--- src/rtl/fifo_rd_stream_if.sv ---
// Bus bundle between the FIFO read adapter, the upstream FIFO read port and the stream consumer.
// The master modport is the adapter's view; the slave modport is the FIFO-plus-consumer side.
interface fifo_rd_stream_if #(
  parameter int DATA_WIDTH = 8
);
  logic                  fifo_empty;
  logic                  fifo_rd_en;
  logic [DATA_WIDTH-1:0] fifo_data_out;
  logic [DATA_WIDTH-1:0] m_data;
  logic                  m_valid;
  logic                  m_ready;

  modport master (
    input  fifo_empty,
    output fifo_rd_en,
    input  fifo_data_out,
    output m_data,
    output m_valid,
    input  m_ready
  );

  modport slave (
    output fifo_empty,
    input  fifo_rd_en,
    output fifo_data_out,
    input  m_data,
    input  m_valid,
    output m_ready
  );
endinterface

--- src/rtl/fifo_rd_stream.sv ---
// Read-side adapter for a one-cycle-latency FIFO: prefetches into a 3-entry buffer and
// presents the words as a valid/ready stream at one word per clock.
module fifo_rd_stream #(
  parameter int DATA_WIDTH = 8
) (
  input  logic                   clk,
  input  logic                   rst_n,
  input  logic                   flush,
  output logic [1:0]             level,
  fifo_rd_stream_if.master       bus
);

  logic [1:0]            occ_q, occ_d;
  logic                  inflight_q, inflight_d;
  logic [1:0]            wr_ptr_q, wr_ptr_d;
  logic [1:0]            rd_ptr_q, rd_ptr_d;
  logic [2:0]            pending;
  logic                  rd_en;
  logic                  valid;
  logic                  capture;
  logic                  transfer;
  logic [DATA_WIDTH-1:0] entry [3];
  logic [DATA_WIDTH-1:0] head;

  function automatic logic [1:0] ptr_inc(input logic [1:0] p);
    return (p == 2'd2) ? 2'd0 : p + 2'd1;
  endfunction

  // Reserve a slot for every read in flight so a returning word always has room.
  assign pending = {1'b0, occ_q} + {2'b0, inflight_q};

  always_comb begin
    rd_en    = rst_n && !bus.fifo_empty && !flush && (pending < 3'd3);
    valid    = (occ_q != 2'd0) && !flush;
    capture  = inflight_q && !flush;
    transfer = valid && bus.m_ready;

    occ_d      = occ_q + {1'b0, capture} - {1'b0, transfer};
    inflight_d = rd_en;
    wr_ptr_d   = capture  ? ptr_inc(wr_ptr_q) : wr_ptr_q;
    rd_ptr_d   = transfer ? ptr_inc(rd_ptr_q) : rd_ptr_q;
    if (flush) begin
      occ_d    = 2'd0;
      wr_ptr_d = 2'd0;
      rd_ptr_d = 2'd0;
    end
  end

  always_ff @(posedge clk or negedge rst_n) begin
    if (!rst_n) begin
      occ_q      <= 2'd0;
      inflight_q <= 1'b0;
      wr_ptr_q   <= 2'd0;
      rd_ptr_q   <= 2'd0;
    end else begin
      occ_q      <= occ_d;
      inflight_q <= inflight_d;
      wr_ptr_q   <= wr_ptr_d;
      rd_ptr_q   <= rd_ptr_d;
    end
  end

  genvar gi;
  generate
    for (gi = 0; gi < 3; gi++) begin : g_entry
      logic [DATA_WIDTH-1:0] word_q, word_d;

      always_comb begin
        word_d = word_q;
        if (capture && (wr_ptr_q == 2'(gi))) begin
          word_d = bus.fifo_data_out;
        end
      end

      always_ff @(posedge clk or negedge rst_n) begin
        if (!rst_n) begin
          word_q <= '0;
        end else begin
          word_q <= word_d;
        end
      end

      assign entry[gi] = word_q;
    end
  endgenerate

  always_comb begin
    head = entry[0];
    case (rd_ptr_q)
      2'd1:    head = entry[1];
      2'd2:    head = entry[2];
      default: head = entry[0];
    endcase
  end

  assign bus.fifo_rd_en = rd_en;
  assign bus.m_valid    = valid;
  assign bus.m_data     = head;
  assign level          = occ_q;

endmodule

--- src/flat_wrapper.sv ---
// flat-port wrapper written by rule: the top's interface ports become plain ports
module fifo_rd_stream_flat 
#(
  parameter int DATA_WIDTH = 8
)
  (clk, rst_n, flush, level, bus_fifo_empty, bus_fifo_rd_en, bus_fifo_data_out, bus_m_data, bus_m_valid, bus_m_ready);
  fifo_rd_stream_if #(.DATA_WIDTH(DATA_WIDTH)) bus_i ();
  input  logic clk;
  input  logic rst_n;
  input  logic flush;
  output logic [1:0] level;
  input wire logic [$bits(bus_i.fifo_empty)-1:0] bus_fifo_empty;
  output wire logic [$bits(bus_i.fifo_rd_en)-1:0] bus_fifo_rd_en;
  input wire logic [$bits(bus_i.fifo_data_out)-1:0] bus_fifo_data_out;
  output wire logic [$bits(bus_i.m_data)-1:0] bus_m_data;
  output wire logic [$bits(bus_i.m_valid)-1:0] bus_m_valid;
  input wire logic [$bits(bus_i.m_ready)-1:0] bus_m_ready;
  assign bus_i.fifo_empty = bus_fifo_empty;
  assign bus_fifo_rd_en = bus_i.fifo_rd_en;
  assign bus_i.fifo_data_out = bus_fifo_data_out;
  assign bus_m_data = bus_i.m_data;
  assign bus_m_valid = bus_i.m_valid;
  assign bus_i.m_ready = bus_m_ready;
  fifo_rd_stream #(.DATA_WIDTH(DATA_WIDTH)) u_core (.clk(clk), .rst_n(rst_n), .flush(flush), .level(level), .bus(bus_i));
endmodule
--- config.mk ---
export PLATFORM = sky130hd
export DESIGN_NAME = fifo_rd_stream_flat
export DESIGN_NICKNAME = d
export VERILOG_FILES = /design/src/rtl/fifo_rd_stream_if.sv /design/src/rtl/fifo_rd_stream.sv /design/src/flat_wrapper.sv
export SDC_FILE = /design/constraint.sdc
export NUM_CORES = 1
export LEC_CHECK = 0
export CORE_ASPECT_RATIO = 0.6
export CORE_MARGIN = 2
export CORE_UTILIZATION = 60
export DETAILED_ROUTE_END_ITERATION = 6
export DONT_BUFFER_PORTS = 1
export HOLD_SLACK_MARGIN = 0.1
export PLACE_DENSITY_LB_ADDON = 0.12
export SETUP_SLACK_MARGIN = 0.3
export SLEW_MARGIN = 20
export SYNTH_ARGS = -nofsm -noshare
export SYNTH_HDL_FRONTEND = slang
export SYNTH_SLANG_ARGS = --single-unit
--- constraint.sdc ---
create_clock -name clk -period 2.2 [get_ports clk]
set_clock_uncertainty 0.2 [all_clocks]
set_input_delay 0.11 -clock clk [delete_from_list [all_inputs] [get_ports clk]]
set_output_delay 0.11 -clock clk [all_outputs]
set_load 0.03 [all_outputs]
==> results of run 1 <==
[cell usage in the layout, fill, tap and decap left out]
| cell type | count |
|---|---|
| a21oi_1 | 9 |
| a21oi_2 | 1 |
| a21oi_4 | 1 |
| a22oi_1 | 8 |
| and4bb_2 | 2 |
| buf_12 | 2 |
| buf_4 | 15 |
| buf_6 | 1 |
| clkbuf_1 | 1 |
| clkbuf_8 | 5 |
| dfrtp_1 | 29 |
| dfrtp_2 | 2 |
| dlygate4sd3_1 | 12 |
| ha_1 | 3 |
| ha_2 | 1 |
| ha_4 | 3 |
| inv_1 | 2 |
| inv_2 | 2 |
| mux2_2 | 24 |
| mux2i_1 | 2 |
| nand2b_1 | 6 |
| nand3b_1 | 1 |
| nor2_1 | 10 |
| nor2_2 | 1 |
| nor2b_1 | 2 |
| nor3b_1 | 1 |
| nor4b_4 | 1 |
| o21a_1 | 1 |
| or3b_2 | 1 |
| or4b_4 | 1 |
| xnor3_1 | 1 |
[final cells by class]
| cell class | count | area (µm²) | area share |
|---|---|---|---|
| multi-input cells | 80 | 758.2 | 0.3892 |
| inverters | 4 | 15.01 | 0.007707 |
| clock buffers | 6 | 72.57 | 0.03725 |
| repair buffers | 30 | 284.0 | 0.1458 |
| flip-flops and latches | 31 | 778.2 | 0.3995 |
| well taps | 32 | 40.04 | 0.02055 |
[critical path, delay by kind of cell (launching register included)]
family	cells	cell delay, ns
flops	1	0.40
fa+ha+maj	2	0.35
compound gates	1	0.26
simple gates	1	0.50
[kinds of logic (layout without fill, tap and decap cells)]
group	Yosys count	in the layout
adder cells (fa/ha/maj)	7	7
AND/OR/NAND/NOR	26	26
XOR/XNOR	1	1
flip-flops	31	31
multiplexers	26	26
AO/OA/AOI/OAI	20	20
buffers and inverters	11	40
[synth_stat cells, types with 2 or more instances]
master,instances
dfrtp_1,31
mux2_2,24
a21oi_1,11
nor2_1,11
a22oi_1,8
ha_1,7
nand2b_1,6
clkbuf_1,5
inv_1,4
and4bb_2,2
buf_2,2
mux2i_1,2
nor2b_1,2
[registers in the layout (all words and copies together) (netlist names)]
| name | flops |
|---|---|
| u_core.g_entry.word_q | 24 |
| u_core.level | 2 |
| u_core.inflight_q | 1 |
| u_core.rd_ptr_q | 2 |
| u_core.wr_ptr_q | 2 |
[stage by stage]
| stage | worst slack (ns) | std cells | power [W] |
|---|---|---|---|
| 4_1_cts | 0.1113 | 182 | 0.001478 |
| 5_1_grt | 0.06460 | 183 | 0.001555 |
| 2_1_floorplan | 0.1747 | 122 | 0.0009240 |
| 3_5_place_dp | 0.3229 | 158 | 0.001028 |
| 3_3_place_gp | 0.3588 | 158 | 0.001012 |
| 6_report | 0.1151 | 183 | 0.001481 |
[worst max path at each step]
stage / startpoint / end / slack [ns]
floorplan: u_core.rd_ptr_q[0] / bus_m_data[1] / 0.17
global placement: u_core.inflight_q / u_core.inflight_q / 0.36
detailed placement: u_core.inflight_q / u_core.inflight_q / 0.32
CTS: u_core.level[0] / bus_fifo_rd_en / 0.11
global route: u_core.inflight_q / bus_fifo_rd_en / 0.06
finish: u_core.level[0] / bus_fifo_rd_en / 0.12
[routing by layer]
metal	wire, µm	vias to the layer above	GRT usage
met5	0	-	0
met3	138	4	0.08488
met4	34	0	0.1176
li1	-	492	-
met2	1569	25	0.3673
met1	1554	521	0.3672
[report_power, final]
part | switching (W) | internal [W] | total (W)
clock | 0.000180 | 0.000210 | 0.000390
combinational | 0.000226 | 0.000185 | 0.000411
sequential | 0.0000402 | 0.000640 | 0.000680
total | 0.000446 | 0.00104 | 0.00148
[what timing repair did]
| action | 4_1_cts | 5_1_grt |
|---|---|---|
| hold buffers | 14 | 0 |
| buffers inserted | 4 | 1 |
| pin swaps | 1 | 0 |
| endpoints found under the hold margin | 62 | 0 |
| gates resized for setup | 9 | 3 |
| endpoints found under the setup margin | 10 | 10 |
==> key figures, run 1 <==
Status
  • Outcome: completed

Hold path
  • Hold path start: flush
  • Hold depth: 1
  • HP Class: in2out
  • Hold Path End: bus_m_valid

Synth
  • Synth top area share: 0.5116
  • Xor and xnor area share after synthesis: 0.01485
  • Synth warn: 0
  • Synth unique cells: 20
  • Net Count, Synth: ~140
  • Simple-gate share of the synthesized area: 0.1147
  • Avg Cell Area, Syn: around 12 µm²
  • EDFF count, synth: 0
  • Portion of netlist area occupied by mux cells: 0.1914
  • Flops & latches, synth: 31
  • Compound-Gate Fraction of Synth Area: 0.08086
  • Post-Syn Area: around 0.0015 mm²
  • Register area share after synthesis: 0.5116
  • Async set or reset register ratio after synthesis: 1.000
  • Ys flop type: dfrtp_1
  • Syn Inst Count: approximately 120
  • Main combinational cell family by area after synthesis: multiplexers
  • Post-synth top area cell: dfrtp_1
  • Adder-Cell Fraction of Synth Area: 0.05776
  • Largest cells by area after synthesis: dfrtp_1 (51%), mux2_2 (18%), ha_1 (5.8%)

STA
  • Worst hold slack: between 0.1 and 0.15 ns
  • Setup violations, final: 0
  • Count of pins over their slew limit: 0
  • Max Freq: between 0.4 and 0.5 GHz
  • Relative slew slack: 0.6365
  • Fin. Hold Viols: 0
  • RSZ-0062 raised after global routing: yes
  • Worst slew pin tran: about 0.54 ns
  • Final TNS setup: 0 ns
  • Period minus WS final: 2.085 ns
  • Period utilisation layout: 0.9477

Cells and area
  • Final instance area: around 0.002 mm²
  • Number of inserted diodes: 0
  • Layout cell share with drive strength beyond 1: 0.4172
  • Area delta synth->final: 28.47%
  • Fill count: around 160
  • Layout Utilization: 0.7944
  • Final Net Count: ~170

Route
  • Antenna Nets Post-Route: 0
  • Iter 0 DRT Violations: 57
  • Via/cell ratio: between 5 and 6
  • DRT Pass-1 Iters: 4
  • WL final: around 3.3 mm
  • Vias: around 1,000
  • Routed len/inst: roughly 18 µm
  • Number of remaining DRC errors: 0

Setup path
  • CP peak stage delay: about 0.5 ns
  • Cells along the critical path: ha_2 > ha_1 > or4b_4 > a21oi_4
  • R2R Path End: u_core.level[1]
  • Crit Path Class: reg2out
  • CP Launch Type: flip-flop
  • Worst-path fanout max: 2
  • Worst Path Arrival: 1.77 ns
  • Worst setup EP type: output pin
  • Reg2Reg Depth: 8
  • CP max stage cell: or4b_4
  • WP data required: around 1.9 ns
  • RR Startpoint: u_core.level[0]
  • R2R setup slack: between 0.3 and 0.4 ns

Clocking
  • Worst-Skew Late Latency: roughly 0.27 ns
  • Htree depth: 2
  • Clk root buf: clkbuf_8
  • Clock Sinks: 31
  • Worst-path clk slew: about 0.05 ns
  • CTS tree: yes
  • Max Root-Sink Buffers: 2
  • CTS buffer count: 5

GRT
  • Grt total ovfl: 0
  • First-pass GRT wire length: between 5 and 6 mm
  • Global Route Usage Sum: 0.2606
  • Initial antenna violation count: 0
  • Vias in the first global route: 1,109
  • Pin count of the biggest net entering global routing: 32

Floorplanning
  • Site row count: 14
  • Core Area: about 0.0025 mm²
  • Die Y: between 40 and 50 µm
  • Initial Utilization: 0.6184
  • I/O pin total: 25
  • Total Die Area: around 0.0030 mm²
  • Die Wd: ~69 µm

Run
  • # Max-Cap Violations: 0

Place
  • Post-DP Area: 0.001629 mm²
  • RD Place Congestion: ~0.66
  • Detailed Place HPWL: just under 2 mm
  • I/O Buffers: 0

Pwr
  • PwrDens: 760.1 mW/mm²
  • P_leak: between 0.8 and 0.9 nW
  • Worst IR Drop VDD: around 0.7 mV
No activity file was read; power rests on OpenSTA's default activity.
==> run 2, diff against run 1 <==
Settings changed: CORE_UTILIZATION 60 to 45.
==> run 2 against run 1 <==
Net effect:
- die area grew 31%
- clock power is 23% higher
- worst setup slack better by 0.021 ns
- via count is 1.4% higher
- worst hold slack gained 0.0022 ns
- register-to-register slack lost 0.04 ns
- critical endpoint unchanged
- combinational power decreased by 1%
==> key figures, run 2 (synthesis results as in run 1) <==
Status
  • Outcome: completed

Pwr
  • Switch Pwr: approximately 0.00045 W
  • Seq pwr share: 0.435
  • PwrDens: approximately 800 mW/mm²
  • Int Pwr: 0.001111 W
  • Net switching share of the total power: 0.2902
  • Clk network pwr share: 0.306
  • Worst IR Drop VDD: between 0.4 and 0.5 mV
  • Combinational power share: 0.260
  • P_leak: between 0.8 and 0.9 nW

STA
  • Setup violations, final: 0
  • Count of pins over their slew limit: 0
  • RSZ-0062 raised after global routing: yes
  • Worst setup margin: 0.1364 ns
  • Worst hold slack: 0.1364 ns
  • Final TNS setup: 0 ns
  • Period minus WS final: about 2.1 ns
  • Fin. Hold Viols: 0
  • Period utilisation layout: 0.9380
  • Max Freq: 0.4846 GHz
  • Relative slew slack: 0.6301
  • Worst slew pin tran: around 0.55 ns

Setup path
  • RR Startpoint: u_core.level[0]
  • CP max stage cell: or4b_4
  • Worst Path Arrival: ~1.8 ns
  • CP bufs+invs: 0
  • Most frequent CP cell: ha_4
  • WP data required: ~1.9 ns
  • Crit Path Class: reg2out
  • CP Launch Type: flip-flop
  • CP peak stage delay: 0.49 ns
  • R2R Path End: u_core.level[1]
  • Reg2Reg Depth: 8
  • Family with the most delay on the worst path: simple AND/OR/NAND/NOR gates
  • Worst setup EP type: output pin
  • Cells along the critical path: ha_4 > ha_4 > or4b_4 > a21oi_4
  • Worst-path fanout max: 2
  • R2R setup slack: about 0.34 ns

Clocking
  • Clock Sinks: 31
  • CTS buffer count: 5
  • Worst-path clk slew: about 0.06 ns
  • Htree depth: 2
  • Worst-Skew Late Latency: 0.27 ns
  • Max Root-Sink Buffers: 2
  • CTS tree: yes
  • Clk root buf: clkbuf_8

Route
  • WL final: around 3.3 mm
  • Highest Signal Layer: met4
  • Routed len/inst: 16.64 µm
  • Metal2 WL: approximately 1.6 mm
  • Antenna Nets Post-Route: 0
  • Number of remaining DRC errors: 0
  • Iter 0 DRT Violations: 38
  • Via/cell ratio: around 5.4
  • DRT Pass-1 Iters: 4
  • Met1 Wirelength: 1.483 mm
  • Metal3 WL: 177 µm
  • Vias: between 1,000 and 1,500

Cells and area
  • Area delta synth->final: 32.76%
  • Final Net Count: 171
  • Fill count: about 270
  • Commonest non-fill, non-tap cell in the layout: dfrtp_1
  • Reg with most FFs: u_core.g_entry.word_q
  • Sequential Area: a little under 800 µm²
  • Largest register FFs: 24
  • Layout cell share with drive strength beyond 1: 0.4342
  • Number of inserted diodes: 0
  • Most frequent cells in the layout: dfrtp_1 (29), mux2_2 (24), buf_4 (15)
  • Area of the multi-input gates: slightly below 800 µm²

Hold path
  • HP Class: in2out
  • Hold depth: 1
  • Hold Path End: bus_m_valid
  • Hold path start: flush

Floorplanning
  • Total Die Area: ~0.0039 mm²
  • Die Y: 48.97 µm
  • Die Wd: between 70 and 80 µm
  • Initial Utilization: 0.4676
  • Site row count: 16
  • I/O pin total: 25
  • Core Area: ~0.0032 mm²

GRT
  • Global Route Usage Sum: 0.1905
  • Vias in the first global route: between 1,000 and 1,500
  • First-pass GRT wire length: between 5 and 6 mm
  • Initial antenna violation count: 0
  • Pin count of the biggest net entering global routing: 32
  • Grt total ovfl: 0

Place
  • Detailed Place HPWL: between 2 and 2.5 mm
  • Pre-CTS setup slack: 0.3247 ns
  • RD Place Congestion: roughly 0.7
  • I/O Buffers: 0

Run
  • # Max-Cap Violations: 0
-- run 2: per-layer routing --
| metal | vias up | track usage |
|---|---|---|
| met4 | 0 | 0.05747 |
| li1 | 486 | - |
| met3 | 5 | 0.05741 |
| met5 | - | 0 |
| met1 | 534 | 0.2585 |
| met2 | 32 | 0.2977 |
-- run 2: what timing repair did --
action | 4_1_cts | 5_1_grt
pin swaps | 3 | 2
buffers inserted | 4 | 0
hold buffers | 14 | 0
resized for setup | 13 | 4
endpoints found under the hold margin | 62 | 0
setup endpoints to repair | 9 | 4
gates cloned | 0 | 0
-- run 2: final cells by class --
type	count	share of cell area
Clock buffer	8	0.04972
Inverter	4	0.007458
Multi-Input combinational cell	80	0.3928
Sequential cell	31	0.3866
Tap cell	45	0.02797
Timing Repair Buffer	29	0.1355
-- run 2: worst max path at each step --
stage / slack, ns / start / endpoint / depth (start not counted)
floorplan: 0.17 / u_core.rd_ptr_q[0] / bus_m_data[1] / 6
global placement: 0.35 / u_core.inflight_q / u_core.inflight_q / 4
detailed placement: 0.32 / u_core.inflight_q / u_core.inflight_q / 4
CTS: 0.1 / u_core.inflight_q / bus_fifo_rd_en / 4
global route: 0.09 / u_core.inflight_q / bus_fifo_rd_en / 4
finish: 0.14 / u_core.inflight_q / bus_fifo_rd_en / 4
-- run 2: power groups by stage --
stage | clock, W | sequential [W] | combinational [W]
2_1_floorplan | 0 | 0.000684 | 0.000240
3_3_place_gp | 0 | 0.000683 | 0.000331
3_5_place_dp | 0 | 0.000689 | 0.000337
4_1_cts | 0.000492 | 0.000680 | 0.000403
5_1_grt | 0.000520 | 0.000690 | 0.000438
6_report | 0.000479 | 0.000681 | 0.000406
-- run 2: through the flow --
step	utilization	instances	total power, W	cell area, µm²
after floorplan	-	122	0.0009240	1535
after global placement	0.5073	171	0.001014	1645
after detailed placement	0.5073	171	0.001026	1645
after CTS	0.6157	197	0.001574	1997
after global routing	0.6208	197	0.001648	2013
final	0.6208	197	0.001565	2013
==> run 3, diff against run 2 <==
Settings changed: CORE_UTILIZATION 45 to 61.
==> run 3 against run 2 <==
Net effect:
- count of clock-buffer cells in the layout is the same
- worst setup slack worse by 0.063 ns
- final cell count down 5.1%
- via count increased by 15%
- critical endpoint unchanged
- highest routed layer unchanged
==> key figures, run 3 (synthesis results as in run 1) <==
STA
  • Setup violations, final: 0
  • Worst slew pin tran: 0.5518 ns
  • Max Freq: 0.4702 GHz
  • Final TNS setup: 0 ns
  • Period minus WS final: approximately 2.1 ns
  • Period utilisation layout: 0.9666
  • RSZ-0062 raised after global routing: yes
  • Relative slew slack: 0.6308
  • Fin. Hold Viols: 0
  • Count of pins over their slew limit: 0

Setup path
  • WP data required: between 1.5 and 2 ns
  • RR Startpoint: u_core.level[0]
  • Critical path launch point: u_core.inflight_q
  • CP Launch Type: flip-flop
  • Worst Path Arrival: between 1.5 and 2 ns
  • Worst setup EP type: output pin
  • Worst-path fanout max: 2
  • Crit Path Class: reg2out

Cells and area
  • Sequential Area: ~780 µm²
  • Fill count: 63
  • Layout cell share with drive strength beyond 1: 0.5287
  • Commonest non-fill, non-tap cell in the layout: dfrtp_1
  • Reg with most FFs: u_core.g_entry.word_q
  • Final Net Count: approximately 180
  • Non-Filler Instances: between 150 and 200
  • Number of inserted diodes: 0
  • Largest register FFs: 24
  • Area delta synth->final: 39.60%
  • Most frequent cells in the layout: dfrtp_1 (29), mux2_2 (24), buf_4 (15)
  • Area of the multi-input gates: roughly 840 µm²

Place
  • DP Cell Count: between 150 and 200
  • I/O Buffers: 0
  • RD Place Congestion: approximately 0.70
  • Detailed Place HPWL: 1.973 mm

Floorplanning
  • Total Die Area: between 0.002 and 0.003 mm²
  • Die Wd: between 60 and 70 µm
  • I/O pin total: 25
  • Core Area: between 0.002 and 0.0025 mm²
  • Die Y: about 43 µm
  • Initial Utilization: 0.6707
  • Site row count: 13

GRT
  • Initial antenna violation count: 0
  • First-pass GRT wire length: 6.451 mm
  • Global Route Usage Sum: 0.3229
  • Grt total ovfl: 0
  • Vias in the first global route: roughly 1,200
  • Met2 Use GR: 0.4854
  • GR Util met3: 0.1048
  • Pin count of the biggest net entering global routing: 32
  • Layer with the highest usage: met2
  • Met1 usage: 0.4278

Status
  • Outcome: completed

Clocking
  • Worst-path clk slew: roughly 0.06 ns
  • CTS buffer count: 5
  • Max Root-Sink Buffers: 2
  • Htree depth: 2
  • Clk root buf: clkbuf_8
  • Worst-Skew Late Latency: approximately 0.28 ns
  • Clock Sinks: 31
  • CTS tree: yes

Hold path
  • HP Class: in2out
  • Hold path start: flush

Route
  • Iter 0 DRT Violations: 100
  • Vias: around 1,200
  • Number of remaining DRC errors: 0
  • Antenna Nets Post-Route: 0
  • Via/cell ratio: roughly 6.5
  • WL final: 4.759 mm
  • DRT Pass-1 Iters: 6
  • Routed len/inst: roughly 25 µm

Pwr
  • Worst IR Drop VDD: ~0.64 mV
  • PwrDens: around 810 mW/mm²
  • P_leak: about 0.9 nW

Run
  • # Max-Cap Violations: 0
## run 3: cell count changes in the layout (fill, tap and decap cells not counted), moves of 2 or more
cell	change
a21oi_1	-5
a21oi_2	+5
nor2_1	-5
buf_6	+3
nor2_4	+3
nor2_2	+2
## run 3: critical path, cell delays in order, from the launching register on
cell and delay [ns]:
dfrtp_2 0.44, ha_4 0.18, ha_4 0.15, or4b_4 0.49, a21oi_4 0.27
## run 3: area by class of cell
cell class              instances  share of cell area
multi-input cells              80              0.3989
inverters                       4            0.007092
flip-flops and latches         31              0.3676
well taps                      30             0.01773
clock buffers                   8             0.04728
repair buffers                 34              0.1613
## run 3: worst paths after layout
check | slack (ns) | endpoint | cells past startpoint
setup / recovery | 0.07 | bus_fifo_rd_en | 4
hold / removal | 0.14 | bus_m_valid | 1
setup reg to reg | 0.18 | u_core.level[1] | 9
hold reg to reg | 0.33 | u_core.g_entry[2].word_q[1] | 1
max in group asynchronous | 1.44 | u_core.inflight_q | 3
min in group asynchronous | 0.16 | u_core.g_entry[0].word_q[4] | 3
## run 3: routing by layer
layer | share of wire | wire length [µm] | up-vias
met5 | 0 | 0 | -
met1 | 0.40 | 1916 | 610
li1 | - | - | 499
met2 | 0.46 | 2182 | 85
met3 | 0.10 | 495 | 21
met4 | 0.035 | 165 | 0
## run 3: report_power, final
group	internal [W]	leakage (nW)	total (W)	switching, W
registers	0.000640	0.408	0.000704	0.0000645
logic	0.000229	0.466	0.000491	0.000262
clock network	0.000286	0.0515	0.000512	0.000226
## run 3: per-stage QoR
| stage | cell area, µm² | power (W) | util | setup slack, ns | hold slack [ns] |
|---|---|---|---|---|---|
| 3_3_place_gp | 1627 | 0.001012 | 0.7194 | 0.3622 | -0.3851 |
| 5_1_grt | 2117 | 0.001770 | 0.9364 | 0.05015 | 0.1377 |
| 6_report | 2117 | 0.001707 | 0.9364 | 0.07342 | 0.1359 |
| 3_5_place_dp | 1627 | 0.001027 | 0.7194 | 0.3071 | -0.3848 |
| 4_1_cts | 2006 | 0.001591 | 0.8871 | 0.1241 | 0.1373 |
| 2_1_floorplan | 1535 | 0.0009240 | - | 0.1747 | -0.3856 |
## run 3: what timing repair did
item                                    in CTS  in global routing
hold buffers                                14                  0
buffers inserted                             5                  4
gates resized for setup                     12                 24
endpoints found under the hold margin       62                  0
endpoints found under the setup margin      10                 11
pin swaps                                    1                  2
